### src/rtl/snake_pkg.sv
// Shared definitions for the snake LED-matrix blocks: matrix geometry, the
// all-off pin pattern, the scan-state encoding and a small sizing helper.
package snake_pkg;

  localparam int MATRIX_DIM = 8;
  localparam logic [7:0] LED_OFF = 8'hFF;

  typedef enum logic {
    SCAN_BLANK = 1'b0,
    SCAN_DRIVE = 1'b1
  } scan_state_e;

  function automatic int max_int(input int a, input int b);
    return (a > b) ? a : b;
  endfunction

endpackage

### src/rtl/snake_scan_timer.sv
// Loadable down-counter timing one BLANK or DRIVE interval; o_expire is high
// on the last cycle of the interval, when the count has reached zero.
module snake_scan_timer #(
  parameter int unsigned W       = 4,
  parameter logic [W-1:0] RST_VAL = '0
) (
  input  logic         clka,
  input  logic         restart,
  input  logic         i_load,
  input  logic [W-1:0] i_load_val,
  output logic [W-1:0] o_count,
  output logic         o_expire
);

  logic [W-1:0] r_count;

  always_ff @(posedge clka) begin
    if (restart) begin
      r_count <= RST_VAL;
    end else if (i_load) begin
      r_count <= i_load_val;
    end else if (r_count != '0) begin
      r_count <= r_count - W'(1);
    end
  end

  assign o_count  = r_count;
  assign o_expire = (r_count == '0);

endmodule

### src/rtl/snake_matrix_scan.sv
// Row-scanned driver for the 8x8 LED matrix: latches one image per frame,
// blanks between rows to avoid ghosting, and optionally blinks the image.
module snake_matrix_scan
  import snake_pkg::*;
#(
  parameter int DWELL_CYCLES = 1000,
  parameter int BLANK_CYCLES = 16,
  parameter int BLINK_FRAMES = 32
) (
  input  logic        clka,
  input  logic        restart,
  input  logic [63:0] led_array_flat,
  input  logic        blink_en,
  output logic [7:0]  row_cathode,
  output logic [7:0]  column_cathode,
  output logic [2:0]  row_index,
  output logic        frame_done,
  output scan_state_e dbg_state
);

  localparam int W  = $clog2(max_int(DWELL_CYCLES, BLANK_CYCLES) + 1);
  localparam int BW = $clog2(BLINK_FRAMES + 1);
  localparam logic [W-1:0]  BLANK_LOAD = W'(BLANK_CYCLES - 1);
  localparam logic [W-1:0]  DWELL_LOAD = W'(DWELL_CYCLES - 1);
  localparam logic [BW-1:0] BLINK_LAST = BW'(BLINK_FRAMES - 1);

  scan_state_e   r_state;
  logic [2:0]    r_row;
  logic [63:0]   r_frame_buf;
  logic          r_visible;
  logic [BW-1:0] r_bcnt;

  logic [W-1:0]  w_count;
  logic          w_expire;
  logic [W-1:0]  w_load_val;
  logic          w_drive;
  logic          w_first_blank;
  logic          w_frame_end;
  logic [7:0]    w_row_bits;

  assign w_load_val = (r_state == SCAN_BLANK) ? DWELL_LOAD : BLANK_LOAD;

  snake_scan_timer #(
    .W       (W),
    .RST_VAL (BLANK_LOAD)
  ) u_timer (
    .clka       (clka),
    .restart    (restart),
    .i_load     (w_expire),
    .i_load_val (w_load_val),
    .o_count    (w_count),
    .o_expire   (w_expire)
  );

  assign w_drive       = (r_state == SCAN_DRIVE);
  assign w_first_blank = (r_state == SCAN_BLANK) && (r_row == 3'd0) && (w_count == BLANK_LOAD);
  assign w_frame_end   = w_drive && (r_row == 3'd7) && w_expire;

  always_ff @(posedge clka) begin
    if (restart) begin
      r_state     <= SCAN_BLANK;
      r_row       <= 3'd0;
      r_frame_buf <= '0;
      r_visible   <= 1'b1;
      r_bcnt      <= '0;
    end else begin
      // The image only changes at the start of a frame, so a mid-frame update never tears.
      if (w_first_blank) begin
        r_frame_buf <= led_array_flat;
      end
      if (w_expire) begin
        if (r_state == SCAN_BLANK) begin
          r_state <= SCAN_DRIVE;
        end else begin
          r_state <= SCAN_BLANK;
          r_row   <= r_row + 3'd1;
        end
      end
      if (!blink_en) begin
        r_bcnt    <= '0;
        r_visible <= 1'b1;
      end else if (w_frame_end) begin
        if (r_bcnt == BLINK_LAST) begin
          r_bcnt    <= '0;
          r_visible <= ~r_visible;
        end else begin
          r_bcnt <= r_bcnt + BW'(1);
        end
      end
    end
  end

  // Pins decode registered state only; nothing from the inputs reaches them directly.
  assign w_row_bits     = r_frame_buf[{r_row, 3'b000} +: MATRIX_DIM];
  assign row_cathode    = w_drive ? ~(8'b1 << r_row) : LED_OFF;
  assign column_cathode = (w_drive && r_visible) ? ~w_row_bits : LED_OFF;
  assign row_index      = r_row;
  assign frame_done     = w_frame_end;
  assign dbg_state      = r_state;

endmodule

### config.mk
export PLATFORM = sky130hd
export DESIGN_NAME = snake_matrix_scan
export DESIGN_NICKNAME = d
export VERILOG_FILES = /design/src/rtl/snake_pkg.sv /design/src/rtl/snake_scan_timer.sv /design/src/rtl/snake_matrix_scan.sv
export SDC_FILE = /design/constraint.sdc
export NUM_CORES = 1
export LEC_CHECK = 0
export CELL_PAD_IN_SITES_DETAIL_PLACEMENT = 1
export CELL_PAD_IN_SITES_GLOBAL_PLACEMENT = 1
export CORE_MARGIN = 5
export CORE_UTILIZATION = 30
export CTS_CLUSTER_DIAMETER = 40
export DETAILED_ROUTE_END_ITERATION = 12
export DONT_BUFFER_PORTS = 1
export PLACE_DENSITY = 0.56
export SYNTH_ARGS = -nofsm -noshare
export SYNTH_HDL_FRONTEND = slang
export SYNTH_HIERARCHICAL = 1
export SYNTH_SLANG_ARGS = --single-unit
### constraint.sdc
create_clock -name clka -period 2.3 [get_ports clka]
set_input_delay 0.46 -clock clka [delete_from_list [all_inputs] [get_ports clka]]
set_output_delay 0.46 -clock clka [all_outputs]
set_load 0.02 [all_outputs]
# Word-level counts from Yosys, hierarchy flattened
# Index checks and enable logic that the tools add are counted.
dict set report op_classes {
  eq_ne 3
  muxes 7
  n_addsub 3
  shift 2
  n_reduce_logical 12
  n_bitwise 5
}
# op count
set ops {}
lappend ops {{variable part select 64 x 7 -> 8 bit} 1}
lappend ops {{2-to-1 mux 10 bit} 3}
lappend ops {{2-to-1 mux 8 bit} 2}
lappend ops {{NOT 8 bit} 2}
lappend ops {{equality test 10 x 4 -> 1 bit, second input constant} 1}
lappend ops {{zero test 10 bit} 1}
lappend ops {{nonzero test 10 bit} 1}
lappend ops {{subtractor 10 x 1 -> 10 bit, second input constant} 1}
lappend ops {{left shift 1 x 3 -> 8 bit, first input constant} 1}
lappend ops {{adder 6 x 1 -> 6 bit, second input constant} 1}
lappend ops {{equality test 6 x 5 -> 1 bit, second input constant} 1}
lappend ops {{2-to-1 mux 6 bit} 1}
lappend ops {{logical AND 1 bit} 5}
lappend ops {{AND reduction 2 bit} 2}
lappend ops {{adder 3 x 1 -> 3 bit, second input constant} 1}
lappend ops {{equality test 3 bit, second input constant} 1}
lappend ops {{zero test 3 bit} 1}
lappend ops {{NOT 1 bit} 3}
lappend ops {{nonzero test 2 bit} 1}
lappend ops {{OR reduction 2 bit} 1}
lappend ops {{2-to-1 mux 1 bit} 1}
dict set report word_totals {
  out_inout_bits 21
  word_cells 38
  regBits 85
  input_bits 67
}

# Logic depth before layout (Yosys ltp)
dict set report logic_depth {
  word_depth 4
  ltp_mapped 10
  mapped_depth_nobuf 8
}

# Hierarchy
# The synthesis kept the hierarchy.
# mod n_inst seq_area_each_um2 cells_per_inst area_each_um2
set modules_own_cells {}
lappend modules_own_cells {snake_matrix_scan 1 1501.4 393 3987.6}
lappend modules_own_cells {snake_scan_timer 1 200.2 68 583.1}

# Least setup slack after synthesis
# OpenSTA, ideal clock, no wires.
dict set report synth_timing {
  path_kind {register to register}
  start {register u_timer.r_count[0], in the netlist u_timer/o_count[0]}
  end {register r_visible}
  stages_incl_launch_ff 10
  slack_ns -0.147
  period_less_slack_ns 2.447
  t_arrival_ns 2.320
  path_cell_list {dfxtp_1 -> inv_1 -> ha_1 -> or4b_4 -> nor3_4 -> buf_4 -> nand3_2 -> buf_6 -> o31a_1 -> or3_1}
}
dict set report synth_between {
  elab_chain_cells 3
}
# item line
set synth_rtl {}
lappend synth_rtl {{from (decl)} snake_scan_timer.sv:15} ;# logic [W-1:0] r_count;
lappend synth_rtl {{from (signal assigned)} snake_scan_timer.sv:21} ;# r_count <= i_load_val;
lappend synth_rtl {{from (signal assigned)} snake_scan_timer.sv:23} ;# r_count <= r_count - W'(1);
lappend synth_rtl {{zero test 10 bit} snake_scan_timer.sv:28} ;# assign o_expire = (r_count == '0);
lappend synth_rtl {{via w_expire} snake_matrix_scan.sv:34} ;# logic w_expire;
lappend synth_rtl {{logical AND 1 bit} snake_matrix_scan.sv:57} ;# assign w_frame_end = w_drive && (r_row == 3'd7) && w_expire;
lappend synth_rtl {{AND reduction 2 bit (no source line)} --}
lappend synth_rtl {{to (signal assigned)} snake_matrix_scan.sv:85} ;# r_visible <= ~r_visible;
lappend synth_rtl {{to (decl)} snake_matrix_scan.sv:30} ;# logic r_visible;
# The timed path passes the listed nets, and every way through them passes these cells.
# A chain may end at the register's enable or synchronous reset.

# Final worst setup path
dict set report layout_timing {
  start {register r_row[0], in the netlist row_index[0]}
  end {output port column_cathode[2]}
}
dict set report layout_between {
  elab_chain_cells 3
}
# item line
set layout_rtl {}
lappend layout_rtl {{from (decl)} snake_matrix_scan.sv:28} ;# logic [2:0] r_row;
lappend layout_rtl {{from (signal assigned)} snake_matrix_scan.sv:76} ;# r_row <= r_row + 3'd1;
lappend layout_rtl {{variable part select 64 x 7 -> 8 bit} snake_matrix_scan.sv:94} ;# assign w_row_bits = r_frame_buf[{r_row, 3'b000} +: MATRIX_DIM];
lappend layout_rtl {{NOT 8 bit} snake_matrix_scan.sv:96} ;# assign column_cathode = (w_drive && r_visible) ? ~w_row_bits : LED_OFF;
lappend layout_rtl {{2-to-1 mux 8 bit} snake_matrix_scan.sv:96}
lappend layout_rtl {{to (decl)} snake_matrix_scan.sv:15} ;# output logic [7:0] column_cathode,
# Every way passes these cells.

==> results.sh <==
export IMPL_status="complete, but fails checks"
export IMPL_violations="negative setup slack"
export IMPL_synth_edf_count=0
export IMPL_io_buffer_count=0
export IMPL_finalWorstSetupSlack_ns=-0.0142
export IMPL_cp_end_kind="primary output"
export IMPL_die_area_um2=17800
export IMPL_cts_max_level=3
export IMPL_critPathLaunchType="flip-flop"
export IMPL_cts_tree="yes"
export IMPL_gp_congestion=0.793
export IMPL_power_density_nw_per_um2=643
export IMPL_dieHeight_um=133
export IMPL_async_flop_share_pct=0
export IMPL_worst_path_max_delay_cell="mux4_2"
export IMPL_root_buffer="clkbuf_16"
export IMPL_worstSetupPathDepth=4
export IMPL_grt_max_degree=144
export IMPL_synthMuxAreaShare_pct=22.4
export IMPL_r2r_end="r_bcnt[3]"
export IMPL_critical_path_max_stage_delay_ns=0.53
export IMPL_yosys_area_share_simple_pct=25.4
export IMPL_netlist_area_leader_share_pct=37.2
export IMPL_core_area_um2=15100
export IMPL_syn_inst=461
export IMPL_fin_area_um2=5310
export IMPL_synth_top_family_by_area="simple AND/OR/NAND/NOR gates"
export IMPL_arrival_ns=1.85
export IMPL_worstMarginPinSlew_ns=0.741
export IMPL_hold_viol_final=0
export IMPL_grt_overflow_total=0
export IMPL_cp_max_fo=6
export IMPL_r2r_cells=9
export IMPL_wire_per_inst_um=17.9
export IMPL_p_leak_nw=1.98
export IMPL_cp_cell_sequence="buf_12 -> mux4_2 -> a22oi_2 -> buf_6"
export IMPL_post_place_ws_ns=0.00949
export IMPL_synth_main_ff_cell="dfxtp_1"
export IMPL_drv_slew=0
export IMPL_synth_xor_area_share_pct=0.958
export IMPL_yosys_top_cells_area="dfxtp_1 (37%), nand2b_1 (18%), mux2i_1 (14%), mux4_2 (7.9%), buf_6 (2.2%)"
export IMPL_synth_common_cells="nand2b_1 (129), dfxtp_1 (85), mux2i_1 (64)"
export IMPL_io_pins=88
export IMPL_cp_num_buf_inv=2
export IMPL_grt_setup_unrepaired="yes"
export IMPL_synth_compound_area_share_pct=6.30
export IMPL_cts_sinks=85
export IMPL_numCtsBuffers=9
export IMPL_setup_viol=1
export IMPL_fin_nets=549
export IMPL_holdWs_ns=0.195
export IMPL_total_power_mw=3.42
export IMPL_antennaDiodeCount=0
export IMPL_startpoint="row_index[0]"
export IMPL_max_slew_margin_pct=49.9
export IMPL_timing_final_crit_share_pct=101
export IMPL_synth_top_area_cell="dfxtp_1"
export IMPL_timing_fmax_mhz=432
export IMPL_drtIter0Drc=139
export IMPL_ys_warn_count=6
export IMPL_drv_cap=0
export IMPL_synth_seq_cells=85
export IMPL_crit_end="column_cathode[2]"
export IMPL_r2r_start="u_timer/o_count[0]"
export IMPL_drive_above_1_share_pct=17.7
export IMPL_ys_types=50
export IMPL_ir_worst_vdd_mv=0.314
export IMPL_netlist_area_um2=4570
export IMPL_clk_pin_slew_ns=0.06
export IMPL_wirelength_um=11900
export IMPL_antenna_found_initial=0
export IMPL_r2r_setup_slack_ns=0.10
export IMPL_hold_buffers=0
export IMPL_drc=0
export IMPL_grt_pass1_vias=3547
export IMPL_grt_pass1_wl_um=18900
export IMPL_layout_min_cycle_time_ns=2.31
export IMPL_drtAntennaViolNets=0
export IMPL_hold_class="in2reg"
export IMPL_cts_buffer_depth=2
export IMPL_synth_most_common_cell="nand2b_1"
export IMPL_clk_latency_ns=0.34
export IMPL_dr_pass1_iters=4
export IMPL_syn_area_per_cell_um2=9.91
export IMPL_die_w_um=133
export IMPL_vias=3274
export IMPL_critPathKind="reg2out"
export IMPL_synth_adder_area_share_pct=2.19
export IMPL_ys_seq_area_share_pct=37.2
export IMPL_initial_core_util_pct=30.3
export IMPL_tns_ns=-0.0142
export IMPL_critPathTopFamily="multiplexers"
export IMPL_critPathRequiredTime_ns=1.84
export IMPL_avgViaCountPerCell=4.91
export IMPL_fillers=1723
export IMPL_track_usage_pct=13.5
export IMPL_place_area_um2=4850
export IMPL_finClkSkew_ns=0.00907
export IMPL_row_count=45
export IMPL_dp_hpwl_um=8210
export IMPL_area_growth_synth_to_final_pct=16.2
cells in the final DEF (no fill, tap or decap), types with 4 or more instances in the layout:
cell type  Yosys  layout
nand2b_1     129     129
dfxtp_1       85      82
mux2i_1       64      64
nand2_1       20      20
buf_4          2      20
mux4_2        16      16
clkbuf_16      0      11
inv_1         13      10
nor2_1        11      10
a21oi_1       10       9
ha_1           8       7
nand3_1        6       6
a22oi_2        0       5
xnor2_1        5       5
buf_6          9       5
buf_12         0       5
nor3_1         4       4
or3_1          4       4
o21ai_0        4       4
conb_1         2       4
logic make-up (layout without fill, tap and decap cells):
family	Yosys count	after routing
and+or+nand+nor	192	192
DFF	85	85
adders and majority gates	8	8
muxes	82	82
xor gates and xnor gates	5	5
buffers and inverters	45	61
other	2	4
AOI/OAI and AO/OA	42	42
power breakdown:
group / total, mW / internal, mW / switching [mW]
Sequential: 1.66 / 1.59 / 0.0660
Clock: 1.34 / 0.734 / 0.605
Combinational: 0.418 / 0.234 / 0.184
Total: 3.42 / 2.56 / 0.855
layout make-up:
cell class                 count  area [µm²]  area share, %
inverter                      13        53.8           1.01
tap                          188         235           4.43
timing repair buffer          32         357           6.71
multi-input combinational    333        2690           50.6
sequential                    85        1710           32.2
clock buffer                  11         233           4.38
clock inverter                 5        37.5          0.707
stage by stage:
step,cells,util (%)
2_1_floorplan,463,-
3_5_place_dp,640,32.2
4_1_cts,662,34.6
3_3_place_gp,640,32.2
6_report,667,35.2
5_1_grt,667,35.2
how the worst min path moves through the flow:
stage / startpoint / end / slack (ns) / cells past startpoint
floorplan: r_frame_buf[16] / r_frame_buf[16] / 0.45 / 2
global placement: r_frame_buf[4] / r_frame_buf[4] / 0.45 / 2
detailed placement: r_frame_buf[5] / r_frame_buf[5] / 0.46 / 2
CTS: restart / row_index[0] / 0.18 / 1
global route: restart / row_index[0] / 0.18 / 1
finish: restart / row_index[0] / 0.20 / 1
per-layer routing:
metal / part of all wire, % / routed length [µm] / vias up / global-route usage (%)
met3: 5.9 / 698 / 14 / 4.68
met2: 47 / 5580 / 66 / 21.7
li1: - / - / 1615 / -
met4: 1.2 / 146 / 0 / 4.17
met5: 0 / 0 / - / 0
met1: 46 / 5500 / 1579 / 17.0
repair_timing:
item | 4_1_cts | 5_1_grt
pin swaps | 5 | 7
resized for setup | 11 | 7
endpoints found under the setup margin | 10 | 13
buffers inserted | 6 | 3
endpoints found under the hold margin | 0 | 0
cloned | 0 | 2
flip-flops by register name (all words and copies together), names as in the netlist:
| name | cells |
|---|---|
| u_timer/o_count | 10 |
| r_visible | 1 |
| r_bcnt | 6 |
| r_frame_buf | 64 |
| dbg_state | 1 |
| row_index | 3 |
Power figures use the tool's default switching activity.
